===== config.mk =====
export PLATFORM = sky130hd
export DESIGN_NAME = fir_seq_ctrl
export DESIGN_NICKNAME = d
export VERILOG_FILES = /design/src/rtl/fir_seq_ctrl.sv
export SDC_FILE = /design/constraint.sdc
export NUM_CORES = 1
export LEC_CHECK = 0
export ABC_AREA = 1
export BUFFER_PORTS_ARGS = -buffer_cell sky130_fd_sc_hd__buf_2
export CAP_MARGIN = 25
export CELL_PAD_IN_SITES_DETAIL_PLACEMENT = 0
export CELL_PAD_IN_SITES_GLOBAL_PLACEMENT = 1
export CORE_ASPECT_RATIO = 0.8
export CORE_UTILIZATION = 52
export DETAILED_ROUTE_END_ITERATION = 8
export GPL_ROUTABILITY_DRIVEN = 0
export PLACE_DENSITY = 0.87
export SLEW_MARGIN = 20
export SYNTH_ARGS = -nofsm -noshare
export SYNTH_HDL_FRONTEND = slang
export SYNTH_SLANG_ARGS = --single-unit

===== constraint.sdc =====
create_clock -name clk -period 15.44 [get_ports clk]
set_clock_uncertainty 0.05 [all_clocks]
set_input_delay 2.316 -clock clk [delete_from_list [all_inputs] [get_ports clk]]
set_output_delay 2.316 -clock clk [all_outputs]
set_load 0.1 [all_outputs]

===== src/rtl/fir_seq_ctrl.sv =====
// rtl/fir_seq_ctrl.sv - 3-tap FIR sequencer sharing one signed multiplier across taps
//
// Ports:
//   clk, rst           clock; asynchronous active-low reset
//   start, stop        run control (start sampled in IDLE only; stop ends the run)
//   cfg_we/addr/data   coefficient write, honoured only while idle (addr 3 ignored)
//   x, x_valid, x_ready  sample input handshake (x_ready high only in WAIT)
//   y, y_valid         saturated Q16 result and its one-cycle strobe
//   busy, done, ovf    not-idle status, end-of-run pulse, sticky saturation flag
module fir_seq_ctrl #(
   parameter int DATAWIDTH     = 16,
   parameter int PRODUCT_WIDTH = 2*DATAWIDTH,
   parameter logic signed [DATAWIDTH-1:0] C0_INIT = 16'sh0040,
   parameter logic signed [DATAWIDTH-1:0] C1_INIT = 16'sh0080,
   parameter logic signed [DATAWIDTH-1:0] C2_INIT = 16'sh0040
) (
   input  logic                            clk,
   input  logic                            rst,
   input  logic                            start,
   input  logic                            stop,
   input  logic                            cfg_we,
   input  logic [1:0]                      cfg_addr,
   input  logic signed [DATAWIDTH-1:0]     cfg_data,
   input  logic signed [DATAWIDTH-1:0]     x,
   input  logic                            x_valid,
   output logic                            x_ready,
   output logic signed [PRODUCT_WIDTH-1:0] y,
   output logic                            y_valid,
   output logic                            busy,
   output logic                            done,
   output logic                            ovf
);

   // Two guard bits cover the sum of three full-scale products.
   localparam int ACCW = PRODUCT_WIDTH + 2;

   typedef enum logic [2:0] {
      S_IDLE,
      S_WAIT,
      S_MAC0,
      S_MAC1,
      S_MAC2
   } state_t;

   state_t state;

   logic signed [DATAWIDTH-1:0]     c0, c1, c2;
   logic signed [DATAWIDTH-1:0]     d0, d1, d2;
   logic signed [ACCW-1:0]          acc;
   logic                            stop_pend;

   logic signed [DATAWIDTH-1:0]     mul_a, mul_b;
   logic signed [2*DATAWIDTH-1:0]   prod;
   logic signed [ACCW-1:0]          prod_ext;
   logic signed [ACCW-1:0]          sum;
   logic                            sat_hit;
   logic signed [PRODUCT_WIDTH-1:0] sat_val;

   // Operand select for the single multiplier: the tap index follows the MAC state.
   always_comb begin
      mul_a = c0;
      mul_b = d0;
      case (state)
         S_MAC1: begin
            mul_a = c1;
            mul_b = d1;
         end
         S_MAC2: begin
            mul_a = c2;
            mul_b = d2;
         end
         default: begin
            mul_a = c0;
            mul_b = d0;
         end
      endcase
   end

   assign prod     = (2*DATAWIDTH)'(mul_a) * (2*DATAWIDTH)'(mul_b);
   assign prod_ext = ACCW'(prod);
   assign sum      = acc + prod_ext;

   // Saturation: the bits above the result's sign bit must all equal the sign.
   always_comb begin
      sat_hit = (sum[ACCW-1:PRODUCT_WIDTH-1] != {(ACCW-PRODUCT_WIDTH+1){1'b0}}) &&
                (sum[ACCW-1:PRODUCT_WIDTH-1] != {(ACCW-PRODUCT_WIDTH+1){1'b1}});
      sat_val = sum[PRODUCT_WIDTH-1:0];
      if (sat_hit) begin
         sat_val = sum[ACCW-1] ? {1'b1, {(PRODUCT_WIDTH-1){1'b0}}}
                               : {1'b0, {(PRODUCT_WIDTH-1){1'b1}}};
      end
   end

   always_ff @(posedge clk or negedge rst) begin
      if (!rst) begin
         state     <= S_IDLE;
         c0        <= C0_INIT;
         c1        <= C1_INIT;
         c2        <= C2_INIT;
         d0        <= '0;
         d1        <= '0;
         d2        <= '0;
         acc       <= '0;
         stop_pend <= 1'b0;
         y         <= '0;
         y_valid   <= 1'b0;
         done      <= 1'b0;
         ovf       <= 1'b0;
         x_ready   <= 1'b0;
         busy      <= 1'b0;
      end else begin
         y_valid <= 1'b0;
         done    <= 1'b0;
         case (state)
            S_IDLE: begin
               if (cfg_we) begin
                  case (cfg_addr)
                     2'd0:    c0 <= cfg_data;
                     2'd1:    c1 <= cfg_data;
                     2'd2:    c2 <= cfg_data;
                     default: ;
                  endcase
               end
               // A simultaneous stop cancels the start.
               if (start && !stop) begin
                  state     <= S_WAIT;
                  d0        <= '0;
                  d1        <= '0;
                  d2        <= '0;
                  ovf       <= 1'b0;
                  stop_pend <= 1'b0;
                  busy      <= 1'b1;
                  x_ready   <= 1'b1;
               end
            end
            S_WAIT: begin
               if (stop) begin
                  state   <= S_IDLE;
                  done    <= 1'b1;
                  busy    <= 1'b0;
                  x_ready <= 1'b0;
               end else if (x_valid) begin
                  d2      <= d1;
                  d1      <= d0;
                  d0      <= x;
                  state   <= S_MAC0;
                  x_ready <= 1'b0;
               end
            end
            S_MAC0: begin
               acc       <= prod_ext;
               stop_pend <= stop_pend | stop;
               state     <= S_MAC1;
            end
            S_MAC1: begin
               acc       <= sum;
               stop_pend <= stop_pend | stop;
               state     <= S_MAC2;
            end
            S_MAC2: begin
               y       <= sat_val;
               y_valid <= 1'b1;
               ovf     <= ovf | sat_hit;
               // A stop arriving in this last cycle still ends the run here.
               if (stop_pend || stop) begin
                  state     <= S_IDLE;
                  done      <= 1'b1;
                  busy      <= 1'b0;
                  stop_pend <= 1'b0;
               end else begin
                  state   <= S_WAIT;
                  x_ready <= 1'b1;
               end
            end
            default: begin
               state   <= S_IDLE;
               busy    <= 1'b0;
               x_ready <= 1'b0;
            end
         endcase
      end
   end

endmodule


## Word-level counts from Yosys, hierarchy flattened

Cells that the tools add are included.

| cells by class | value |
|---|---|
| add/subtract/negate cells | 1 |
| multipliers | 1 |
| eq/ne operators | 14 |
| mux-type cells | 35 |
| bitwise gates (word level) | 3 |
| reductions and logical operators | 21 |

Operators by type and width:

| kind | count |
|---|---|
| one-hot mux 16 bit (2 select lines) | 5 |
| 2-to-1 mux 16 bit | 7 |
| one-hot mux 34 bit (2 select lines) | 1 |
| 2-to-1 mux 32 bit | 2 |
| adder 34 x 32 -> 34 bit | 1 |
| multiplier 16 x 16 -> 32 bit | 1 |
| one-hot mux 3 bit (5 select lines) | 1 |
| != test 2 bit (second input constant) | 6 |
| AND reduction 3 bit | 4 |
| AND reduction 4 bit | 3 |
| 2-to-1 mux 1 bit | 11 |
| 2-to-1 mux 3 bit | 3 |
| one-hot mux 1 bit (4 select lines) | 2 |
| equality test 3 x 2 -> 1 bit (second input constant) | 2 |
| != test 3 bit (second input constant) | 2 |
| nonzero test 2 bit | 3 |
| nonzero test 3 bit | 2 |
| one-hot mux 1 bit (2 select lines) | 2 |
| AND reduction 2 bit | 2 |
| equality test 3 x 1 -> 1 bit (second input constant) | 1 |
| equality test 3 bit (second input constant) | 1 |
| logical NOT 3 bit | 1 |
| one-hot mux 1 bit (3 select lines) | 1 |
| equality test 2 x 1 -> 1 bit (second input constant) | 1 |
| other kinds (8) | 10 |

| storage, ports and cells | value |
|---|---|
| register bits after elaboration | 171 |
| bits of input ports | 40 |
| output and inout port bits | 37 |

## Depth between registers and ports, before layout

Gate-level depths: netlist of the first run.

| logic depth | value |
|---|---|
| depth in word-level cells | 8 |
| mapped depth | 52 |
| depth with buffers taken out | 50 |

## Worst setup path before layout of the first run

Ideal clock, no wire load.

| timing | value |
|---|---|
| path kind | register to register |
| start point | register state[0] |
| end point | register y[15] |
| arrival time | 7819 ps |
| required time | 15266 ps |
| slack | 7447 ps |
| cell stages (with the launch flop) | 43 |
| path buffers | 3 |
| cells stage by stage | dfrtp_1 -> nor2_1 -> inv_2 -> nor2_2 -> buf_4 -> nor2_2 -> buf_4 -> a21oi_2 -> nor2_1 -> fa_1 -> inv_1 -> fa_1 -> inv_1 -> fa_1 -> fa_1 -> fa_1 -> inv_1 -> fa_1 -> [7 not listed] -> nand2b_1 -> and2_1 -> ha_1 -> nand2_1 -> inv_1 -> nand2_1 -> nand2_1 -> nand2_1 -> nand2_1 -> a21oi_1 -> nand4_1 -> nand2_1 -> nand2_2 -> nand3_1 -> nand2_1 -> inv_2 -> buf_6 -> a21oi_1 |

| between the ends | value |
|---|---|
| longest elaborated chain between the ends | 7 |
| elaborated cells between the ends (all ways) | 11 |

RTL lines:

| what | line | text |
|---|---|---|
| start, declared | 45 | `state_t state;` |
| start signal, assigned | 96 | `state <= S_IDLE;` |
| start signal, assigned | 126 | `state <= S_WAIT;` |
| start signal, assigned | 138 | `state <= S_IDLE;` |
| equality test 3 bit or equality test 3 x 2 -> 1 bit (tied branches) | 63, 114 |  |
| one-hot mux 16 bit (2 select lines) | 63 | `case (state)` |
| multiplier 16 x 16 -> 32 bit | 79 | `assign prod = (2*DATAWIDTH)'(mul_a) * (2*DATAWIDTH)'(mul_b);` |
| adder 34 x 32 -> 34 bit | 81 | `assign sum = acc + prod_ext;` |
| != test 3 bit or nonzero test 3 bit (tied branches) | 86, 85 |  |
| logical AND 1 bit | 85 | `sat_hit = (sum[ACCW-1:PRODUCT_WIDTH-1] != {(ACCW-PRODUCT_WIDTH+1){1'b0}}) &&` |
| 2-to-1 mux 32 bit | 88 | `if (sat_hit) begin` |
| end signal, assigned | 161 | `y <= sat_val;` |
| end, declared | 27 | `output logic signed [PRODUCT_WIDTH-1:0] y,` |

Parallel ways exist; a longest one is shown, timed or not.
A chain may end at the register's enable or synchronous reset.

## Worst setup path in the final report of the first run

| timing | value |
|---|---|
| start point | register state[2] |
| end point | register y[1] |

Same word-level chain as after synthesis.

==> results of run 1 <==
==> sequential cells by signal (all words and copies together), names as in the netlist, 3 cells and up <==
name	flops
acc	34
y	32
c0	16
c1	16
c2	16
d0	16
d1	16
d2	16
state	3
==> path summary, 6_finish.rpt <==
kind                            to
max reg2reg                   y[1]
min reg2reg                acc[30]
min                        acc[30]
max in group asynchronous    c2[3]
max                           y[1]
min in group asynchronous     busy
==> metal layers <==
layer	GRT usage (%)	vias to the layer above	part of all wire (%)
li1	-	7730	-
met1	41.1	8155	45
met2	43.2	556	44
met3	6.70	89	8.3
met4	8.19	0	2.3
met5	0	-	0
==> metrics by stage <==
step,instances,cell area [um^2]
finish,3056,21400
floorplan,2503,19900
global route,3056,21400
detailed placement,3023,20700
global placement,3022,20700
CTS,3055,21400
==> cells in the final DEF (no fill, tap or decap), types with 3 or more instances in the layout <==
cell	instances
inv_1	531
nand2_1	516
fa_1	263
nor2_1	246
dfrtp_1	168
ha_1	118
o21ai_0	114
nand3_1	113
a21oi_1	94
buf_2	75
a21oi_2	40
xor2_1	36
o22ai_1	33
buf_4	24
inv_2	19
clkbuf_16	17
mux2_2	16
nor3_1	11
o21ai_1	11
xnor2_1	11
a21o_1	10
nand2_2	9
nor2_2	8
nand4_1	7
o211ai_1	7
o21bai_1	6
bufinv_16	5
or2_2	4
a22oi_1	4
a31oi_1	3
nand3b_1	3
o221ai_1	3
dfstp_2	3
clkinv_4	3
==> worst reg2reg max path, delay by kind of cell (launching register included) <==
family / cells / cell delay [ns]
flops: 1 / 0.44
xor+xnor: 1 / 0.23
compound gates: 7 / 1.26
simple gates: 13 / 2.91
buf+inv: 13 / 2.70
fa+ha+maj: 8 / 3.71
==> cell families after synthesis <==
| logic type | after synthesis | share of synthesized area, % |
|---|---|---|
| AOI/OAI and AO/OA | 337 | 10.1 |
| xor gates and xnor gates | 47 | 2.07 |
| adders and majority gates | 381 | 34.0 |
| buffers and inverters | 620 | 12.2 |
| DFF | 171 | 21.6 |
| muxes | 16 | 0.907 |
| and+or+nand+nor | 931 | 19.1 |
==> layout make-up <==
| type | count | share of cell area, % |
|---|---|---|
| Inverter | 552 | 9.68 |
| Timing Repair Buffer | 102 | 2.85 |
| Sequential cell | 171 | 20.0 |
| Tap cell | 487 | 2.85 |
| Clock buffer | 19 | 2.12 |
| Clock inverter | 13 | 0.999 |
| Multi-Input combinational cell | 1712 | 61.5 |
==> impl_results.md, run 1 <==
* Vias after detailed routing at 16,500
* Worst endpoint data arrival time at approximately 12 ns
* Global-route total usage across every layer at 28.7%
* Total Die Area at approximately 39,000 um^2
* RSZ-0062 raised after global routing: false
* Violated checks: design-rule violations
* Mean instance size in the synthesized netlist at 7.93 um^2
* Library cell with the highest instance count after synthesis: inv_1
* Total number of yosys warnings at 0
* Setup slack after layout at 4.00 ns
* Crit. Startpoint: state[2]
* Top area cells in the synthesized netlist: fa_1 27%, dfrtp_1 21%, inv_1 10%
* Gate count after technology mapping at between 2,000 and 3,000
* Post_cts resized at 0
* Peak fanout along the critical path at 39
* Hold WC Path Type: reg2reg
* Global-route wire length before repair at 85,400 um
* Tightest hold margin at between 0.4 and 0.5 ns
* Antenna violation net count after detailed routing at 0
* Status: complete, but fails checks
* Worst path most repeated cell: inv_1
* Share of the clock period used by the worst path after layout at 74.1%
* Total negative slack for setup checks at 0 ns
* Main synth FF type: dfrtp_1
* DIE WIDTH at 220 um
* DP Wirelength at around 43,000 um
* Clk sinks at 171
* Leftover overflow at the end of global routing at 0
* Crit. path cell count at 42
* Post-CTS setup buffers at 0
* Synthesis-stage register bit count at 171
* Maximum level of the CTS H-tree at 4
* Total count of max-transition violations in the final report at 0
* Leading area contributor after synthesis: fa_1
* First-pass iteration count of the detailed router at 7
* Number of cells traversed by the worst hold path at 2
* Share of final-layout standard cells stronger than drive strength 1 at 9.54%
* R2r worst-path depth at 42
* Largest incremental delay on the critical path at 0.74 ns
* Number of fillers in the final layout at around 3,400
* Minimum period implied by the final worst setup slack at 11.44 ns
* Crit path launch type: flop
* Post-layout net count at 2,977
* Initial core utilization at 53.1%
* DR WL/cell at 17.3 um
* Boundary Pins at 77
* Commonest cells in the netlist: 531 x inv_1, 516 x nand2_1, 263 x fa_1
* Share of the synthesized area in the top cell type at 26.5%
* Sum of buffers and inverters on the critical path at 13
* Worst EP required at about 16 ns
* Later-pin clock latency in the skew report at 0.46 ns
* Total standard cell area after synthesis at 19,900 um^2
* TritonCTS buffer count at 17
* Share of the core filled with cells in the final layout at between 50% and 60%
* Root buf cell: clkbuf_16
* Transition at the pin with the smallest max-transition slack at 0.987 ns
* Flop2flop setup slack at 4.00 ns
* Antenna violations before repair at 0
* Peak Freq at approximately 87 MHz
* Part of the Yosys area used for sequential elements at 21.6%
* Multi-input gate area at 13,200 um^2
* Worst slack after detailed placement at 4.28 ns
* TritonCTS clock tree: done
* Number of buffers added to fix hold violations after cts at 0
* Hold Vio Cnt, Final at 0
* Antenna cells at 0
* Drt via density at about 5.4
* Post-synth EDFFs at 0
* Cell type group with the largest total delay on the critical path: adder cells
* Vertical die dimension at 177 um
* Final setup vio count at 0
* DRC Markers at 4
* Number of global-route vias before repair at 16,500
* Largest net degree at the start of global routing at 103
* Worst max-slew margin expressed relative to the limit at between 30% and 40%
* Count of routing violations after the opening detailed-route iteration at 1,467
* Syn-to-layout area delta at 7.81%
* Min-Delay Startpoint: acc[30]
* Worst Setup Path Type: reg2reg
* Total area of sequential cells at 4280 um^2
* Count of cell types in the netlist at between 50 and 60
* Post-CTS clock slew at the launch and capture registers of the worst setup and hold paths at 0.07 ns
* Number of buffer cells added on primary ports at 76
* Total length of routed wires at 53,000 um
* Number of violations of the max-capacitance limit at 0
* Maximum buffer depth of the clock tree at 2
* Critical Path Slowest Stage Cell: nor2_2
* Net count after synthesis at 2,924
* Async set or reset register ratio after synthesis at between 90% and 100%
* Num rows at 63
* Source of the worst register-to-register timing path: state[2]
* Element type at the critical path end: flop
* Core region area at between 30,000 and 40,000 um^2
Power of run 1 is left out: the tool's default activity adds up to more than one toggle a clock period on the data nets, which glitch-free logic cannot reach.
==> run 2: changes to the inputs <==
--- a/config.mk
+++ b/config.mk
@@ -5,16 +5,16 @@
 export SDC_FILE = /design/constraint.sdc
 export NUM_CORES = 1
 export LEC_CHECK = 0
-export ABC_AREA = 1
+export ABC_AREA = 0
 export BUFFER_PORTS_ARGS = -buffer_cell sky130_fd_sc_hd__buf_2
 export CAP_MARGIN = 25
 export CELL_PAD_IN_SITES_DETAIL_PLACEMENT = 0
 export CELL_PAD_IN_SITES_GLOBAL_PLACEMENT = 1
 export CORE_ASPECT_RATIO = 0.8
-export CORE_UTILIZATION = 52
+export CORE_UTILIZATION = 50
 export DETAILED_ROUTE_END_ITERATION = 8
 export GPL_ROUTABILITY_DRIVEN = 0
-export PLACE_DENSITY = 0.87
+export PLACE_DENSITY = 0.81
 export SLEW_MARGIN = 20
 export SYNTH_ARGS = -nofsm -noshare
 export SYNTH_HDL_FRONTEND = slang
==> constraint.sdc (replaced) <==
create_clock -name clk -period 11.05 [get_ports clk]
set_clock_uncertainty 0.05 [all_clocks]
set_input_delay 1.6575 -clock clk [delete_from_list [all_inputs] [get_ports clk]]
set_output_delay 1.6575 -clock clk [all_outputs]
set_load 0.1 [all_outputs]
==> run 2 against run 1 <==
  * The flow now finishes without violations
  * Synthesized cell count decreased by 18%
  * Worst setup slack lost 3.4 ns
  * Via count decreased by 9.5%
  * Largest cell class unchanged
  * Highest routed layer unchanged
==> impl_results.md, run 2 <==
* Mean instance size in the synthesized netlist at 9.25 um^2
* Library cell with the highest instance count after synthesis: inv_1
* Total number of yosys warnings at 0
* RSZ-0062 raised after global routing: false
* Total Die Area at 38,700 um^2
* Element type at the critical path end: flop
* Share of final-layout standard cells stronger than drive strength 1 at 11.9%
* Hold Vio Cnt, Final at 0
* Post-CTS clock slew at the launch and capture registers of the worst setup and hold paths at 0.08 ns
* Flip-flop count of the largest register, all copies and words added at 34
* Worst endpoint data arrival time at around 11 ns
* DRC Markers at 0
* Worst EP required at between 10 and 15 ns
* Post-layout net count at around 2,500
* Total standard cell area after synthesis at 19,000 um^2
* Worst max-slew margin expressed relative to the limit at 36.9%
* Number of global-route vias before repair at roughly 15,000
* Commonest cells in the netlist: 312 x inv_1, 293 x nand2_1, 263 x fa_1
* Total area of sequential cells at 4280 um^2
* Register name with the most flops: acc
* Vertical die dimension at approximately 180 um
* Total count of max-transition violations in the final report at 0
* Share of the clock period used by the worst path after layout at 94.6%
* Multi-input gate area at around 13,000 um^2
* Leading area contributor after synthesis: fa_1
* DP Wirelength at 40,700 um
* Largest net degree at the start of global routing at roughly 100
* Top area cells in the synthesized netlist: fa_1 28%, dfrtp_1 22%, ha_1 7.8%
* Maximum level of the CTS H-tree at 4
* Worst Setup Path Type: reg2reg
* Total length of routed wires at ~53,000 um
* Net count after synthesis at approximately 2,500
* Gate count after technology mapping at roughly 2,000
* First-pass iteration count of the detailed router at 5
* Status: finished, final reports clean
* Largest registers in the final layout: acc (34), y (32)
* DIE WIDTH at approximately 220 um
* Crit path launch type: flop
* Source of the worst register-to-register timing path: state[0]
* Antenna violations before repair at 1
* Final setup vio count at 0
* Boundary Pins at 77
* Peak Freq at approximately 96 MHz
* Later-pin clock latency in the skew report at 0.48 ns
* Num rows at 63
* Antenna cells at 0
* Clk sinks at 171
* Hold WC Path Type: reg2reg
* Part of the Yosys area used for sequential elements at between 20% and 30%
* Maximum buffer depth of the clock tree at 2
* Share of the synthesized area in the top cell type at roughly 28%
* Number of buffers added to fix hold violations after cts at 0
* Worst path most repeated cell: fa_1
* Global-route total usage across every layer at 28.4%
* TritonCTS clock tree: done
* Most common cell after layout, fill and taps aside: inv_1
* Most frequent cells in the layout: 310 x inv_1, 293 x nand2_1, 262 x fa_1, 179 x nor2_1, 168 x dfrtp_1
* Drt via density at approximately 5.7
* Global-route wire length before repair at 82,900 um
* DR WL/cell at 20.1 um
* Async set or reset register ratio after synthesis at 100%
* Root buf cell: clkbuf_16
* Min-Delay Startpoint: d2[4]
* Number of violations of the max-capacitance limit at 0
* Vias after detailed routing at 15,000
* Number of fillers in the final layout at 3,382
* Crit. Startpoint: state[0]
* Total negative slack for setup checks at 0 ns
* Synthesis-stage register bit count at around 170
* TritonCTS buffer count at 17
* Syn-to-layout area delta at 9.87%
* Critical Path Slowest Stage Cell: fa_2
* Main synth FF type: dfrtp_1
* Post-synth EDFFs at 0
* Leftover overflow at the end of global routing at 0
* Initial core utilization at 51.0%
* Antenna violation net count after detailed routing at 0
* Core region area at 37,200 um^2
* Minimum period implied by the final worst setup slack at 10.45 ns
* Peak fanout along the critical path at 22
* Count of cell types in the netlist at 62
* Number of buffer cells added on primary ports at 76
* Transition at the pin with the smallest max-transition slack at 0.944 ns
* Largest incremental delay on the critical path at 0.69 ns
* Count of routing violations after the opening detailed-route iteration at 1,144
run 2: cell count changes after synthesis, moves of 53 or more:
cell and delta:
nand2_1 -223, inv_1 -219, nor2_1 -67, o21ai_0 -63, nand3_1 -56, a221o_1 +53
run 2: cell type report:
| cell class | count | share of cell area, % |
|---|---|---|
| sequential | 171 | 20.6 |
| timing repair buffer | 142 | 4.57 |
| inverter | 312 | 5.64 |
| tap | 487 | 2.92 |
| clock buffer | 18 | 2.06 |
| multi-input combinational | 1479 | 63.5 |
| clock inverter | 14 | 0.751 |
run 2: what timing repair did:
action	4_1_cts	5_1_grt
endpoints found under the hold margin	0	0
gates resized for setup	0	8
endpoints found under the setup margin	0	32
setup buffers	0	7
run 2: worst paths after layout:
path,cells past startpoint,slack (ns),to
worst max-delay path,39,0.60,y[11]
worst min-delay path,2,0.42,d2[4]
worst max register to register,39,0.60,y[11]
worst min register to register,2,0.42,d2[4]
max in group asynchronous,3,8.48,acc[6]
min in group asynchronous,1,1.20,state[1]
run 2: critical path, delay by kind of cell, from the launching register on:
| kind | cells | cell delay [ns] |
|---|---|---|
| AOI/OAI and AO/OA | 12 | 2.74 |
| xor gates and xnor gates | 1 | 0.19 |
| adders and majority gates | 8 | 3.95 |
| buffers and inverters | 9 | 1.34 |
| DFF | 1 | 0.48 |
| and+or+nand+nor | 9 | 1.59 |
run 2: stage by stage:
| stage | hold slack (ns) | area [um^2] | std cells | setup WS [ns] | util, % |
|---|---|---|---|---|---|
| CTS | 0.422 | 20700 | 2613 | 0.140 | 55.5 |
| finish | 0.418 | 20800 | 2623 | 0.598 | 56.0 |
| global route | 0.449 | 20800 | 2623 | 0.0348 | 56.0 |
| detailed placement | 0.406 | 20100 | 2581 | 0.199 | 54.0 |
| floorplan | 0.390 | 19000 | 2049 | 1.57 | - |
| global placement | 0.400 | 20100 | 2581 | 0.508 | 54.0 |
run 2: cell families (layout without fill, tap and decap cells):
logic type               Yosys count  in the layout  synth area share, %
AND/OR/NAND/NOR                  630            630                 14.2
buffers and inverters            400            486                 8.06
adder cells (fa/ha/maj)          381            381                 35.6
AO/OA/AOI/OAI                    338            339                 12.9
flip-flops                       171            171                 22.6
multiplexers                      65             65                 3.75
XOR/XNOR                          64             64                 3.00
run 2: layer usage:
layer	track usage [%]	share of wire, %	vias up
li1	-	-	6844
met1	42.9	47	7508
met2	41.1	43	546
met3	7.06	8.6	65
met4	5.72	1.5	0
met5	0	0	-
Power of run 2 is left out for the same reason.
==> run 3: changes to the inputs <==
--- a/config.mk
+++ b/config.mk
@@ -11,10 +11,10 @@
 export CELL_PAD_IN_SITES_DETAIL_PLACEMENT = 0
 export CELL_PAD_IN_SITES_GLOBAL_PLACEMENT = 1
 export CORE_ASPECT_RATIO = 0.8
-export CORE_UTILIZATION = 50
+export CORE_UTILIZATION = 45
 export DETAILED_ROUTE_END_ITERATION = 8
 export GPL_ROUTABILITY_DRIVEN = 0
-export PLACE_DENSITY = 0.81
+export PLACE_DENSITY = 0.77
 export SLEW_MARGIN = 20
 export SYNTH_ARGS = -nofsm -noshare
 export SYNTH_HDL_FRONTEND = slang
==> constraint.sdc (replaced) <==
create_clock -name clk -period 9.6 [get_ports clk]
set_clock_uncertainty 0.05 [all_clocks]
set_input_delay 1.44 -clock clk [delete_from_list [all_inputs] [get_ports clk]]
set_output_delay 1.44 -clock clk [all_outputs]
set_load 0.1 [all_outputs]
==> run 3 against run 2 <==
  * The flow now finishes with violations (negative setup slack)
  * Register-to-register slack got worse by 0.65 ns
  * Flip-flop and latch count unchanged
  * Cell count increased by 13%
  * Design area increased by 15%
  * Worst setup slack got worse by 0.65 ns
  * Utilization increased by 2.2 points
  * Die area increased by 11%
  * Largest cell class unchanged
==> impl_results.md, run 3 (synthesis gave the netlist of run 2 again) <==
* Status: complete, but fails checks
* Violated checks: negative setup slack
* Number of buffer cells added on primary ports at 76
* Core region area at a little over 40,000 um^2
* Cell type group with the largest total delay on the critical path: adder cells
* Drt via density at 5.47
* Final setup vio count at 18
* Critical Path Slowest Stage Cell: fa_1
* Worst max-slew margin expressed relative to the limit at between 30 and 40%
* Share of the core filled with cells in the final layout at 58.2%
* Boundary Pins at between 70 and 80
* Worst slack after detailed placement at -0.697 ns
* Global-route wire length before repair at roughly 89,000 um
* DP Wirelength at 44,200 um
* Largest registers in the final layout: acc (34), y (32)
* Number of violations of the max-capacitance limit at 0
* Register name with the most flops: acc
* Largest net degree at the start of global routing at 98
* Later-pin clock latency in the skew report at 0.48 ns
* DIE WIDTH at around 230 um
* Share of the clock period used by the worst path after layout at 101%
* Num rows at 66
* Crit path launch type: flop
* Global-route total usage across every layer at 27.1%
* First-pass iteration count of the detailed router at 5
* Setup slack after layout at -0.0565 ns
* Transition at the pin with the smallest max-transition slack at between 0.9 and 1 ns
* Total length of routed wires at around 58,000 um
* Element type at the critical path end: flop
* Flip-flop count of the largest register, all copies and words added at 34
* Total area of sequential cells at ~4300 um^2
* Root buf cell: clkbuf_16
* Syn-to-layout area delta at 26.3%
* Number of global-route vias before repair at around 16,000
* Total Die Area at 43,000 um^2
* DR WL/cell at 19.5 um
* Multi-input gate area at 13,800 um^2
* Antenna violations before repair at 0
* Sum of buffers and inverters on the critical path at 12
* Clk sinks at 171
* Worst endpoint data arrival time at between 9 and 10 ns
* Vertical die dimension at 186 um
* Most frequent cells in the layout: 302 x inv_1, 292 x buf_4, 285 x nand2_1, 256 x fa_1
* Worst EP required at 9.90 ns
* TritonCTS clock tree: done
* Worst Setup Path Type: reg2reg
* Number of buffers added to fix hold violations after cts at 0
* Maximum level of the CTS H-tree at 4
* Minimum period implied by the final worst setup slack at between 9 and 10 ns
* Vias after detailed routing at 16,200
* Total count of max-transition violations in the final report at 0
* Initial core utilization at 46.1%
* Count of routing violations after the opening detailed-route iteration at approximately 1,200
* TritonCTS buffer count at 17
* Hold WC Path Type: reg2reg
* Leftover overflow at the end of global routing at 0
* Share of final-layout standard cells stronger than drive strength 1 at 25.8%
* Post-CTS clock slew at the launch and capture registers of the worst setup and hold paths at 0.07 ns
* Largest incremental delay on the critical path at 0.59 ns
* Worst path most repeated cell: buf_4
* Maximum buffer depth of the clock tree at 2
* Total negative slack for setup checks at -0.626 ns
* Antenna violation net count after detailed routing at 0
* Number of fillers in the final layout at 3,645
* Peak Freq at 104 MHz
* RSZ-0062 raised after global routing: true
* Antenna cells at 0
* Peak fanout along the critical path at 25
* Hold Vio Cnt, Final at 0
* Most common cell after layout, fill and taps aside: inv_1
* Post-layout net count at about 2,800
* DRC Markers at 0
-- run 3: cell type report --
class / instances / area share, %
Multi-Input combinational cell: 1479 / 57.8
Sequential cell: 171 / 17.9
Timing Repair Buffer: 415 / 14.2
Inverter: 312 / 4.91
Tap cell: 544 / 2.84
Clock buffer: 19 / 1.81
Clock inverter: 13 / 0.533
-- run 3: final timing paths --
kind / start / slack [ns] / to / cells after the start
setup / recovery: state[2] / -0.06 / y[4] / 42
hold reg to reg: d2[8] / 0.42 / d2[8] / 2
max in group asynchronous: rst / 7.35 / acc[20] / 3
min in group asynchronous: rst / 0.96 / stop_pend / 1
hold / removal: d2[8] / 0.42 / d2[8] / 2
setup reg to reg: state[2] / -0.06 / y[4] / 42
-- run 3: tightest hold or removal path: stages (launching register included) --
cell     delay [ns]
dfrtp_1        0.34
nand2_1        0.05
nand2_1        0.05
-- run 3: what timing repair did --
item                       4_1_cts  5_1_grt
resized for setup               76       97
pin swaps                       41       76
setup buffers                   20       31
cloned                           4        4
setup endpoints to repair       33       43
-- run 3: metrics by stage --
step,hold WS (ns),instance area (um^2),std cells
global route,0.446,23900,2953
detailed placement,0.406,22000,2862
floorplan,0.390,19000,2049
global placement,0.401,22000,2862
finish,0.420,23900,2953
CTS,0.421,23100,2918
-- run 3: per-layer routing --
metal / GRT usage (%) / vias to the layer above / part of all wire (%)
li1: - / 7402 / -
met1: 37.2 / 8159 / 44
met2: 41.1 / 528 / 44
met3: 9.28 / 66 / 9.5
met4: 6.36 / 0 / 1.9
met5: 0 / - / 0
Power of run 3 is left out for the same reason.
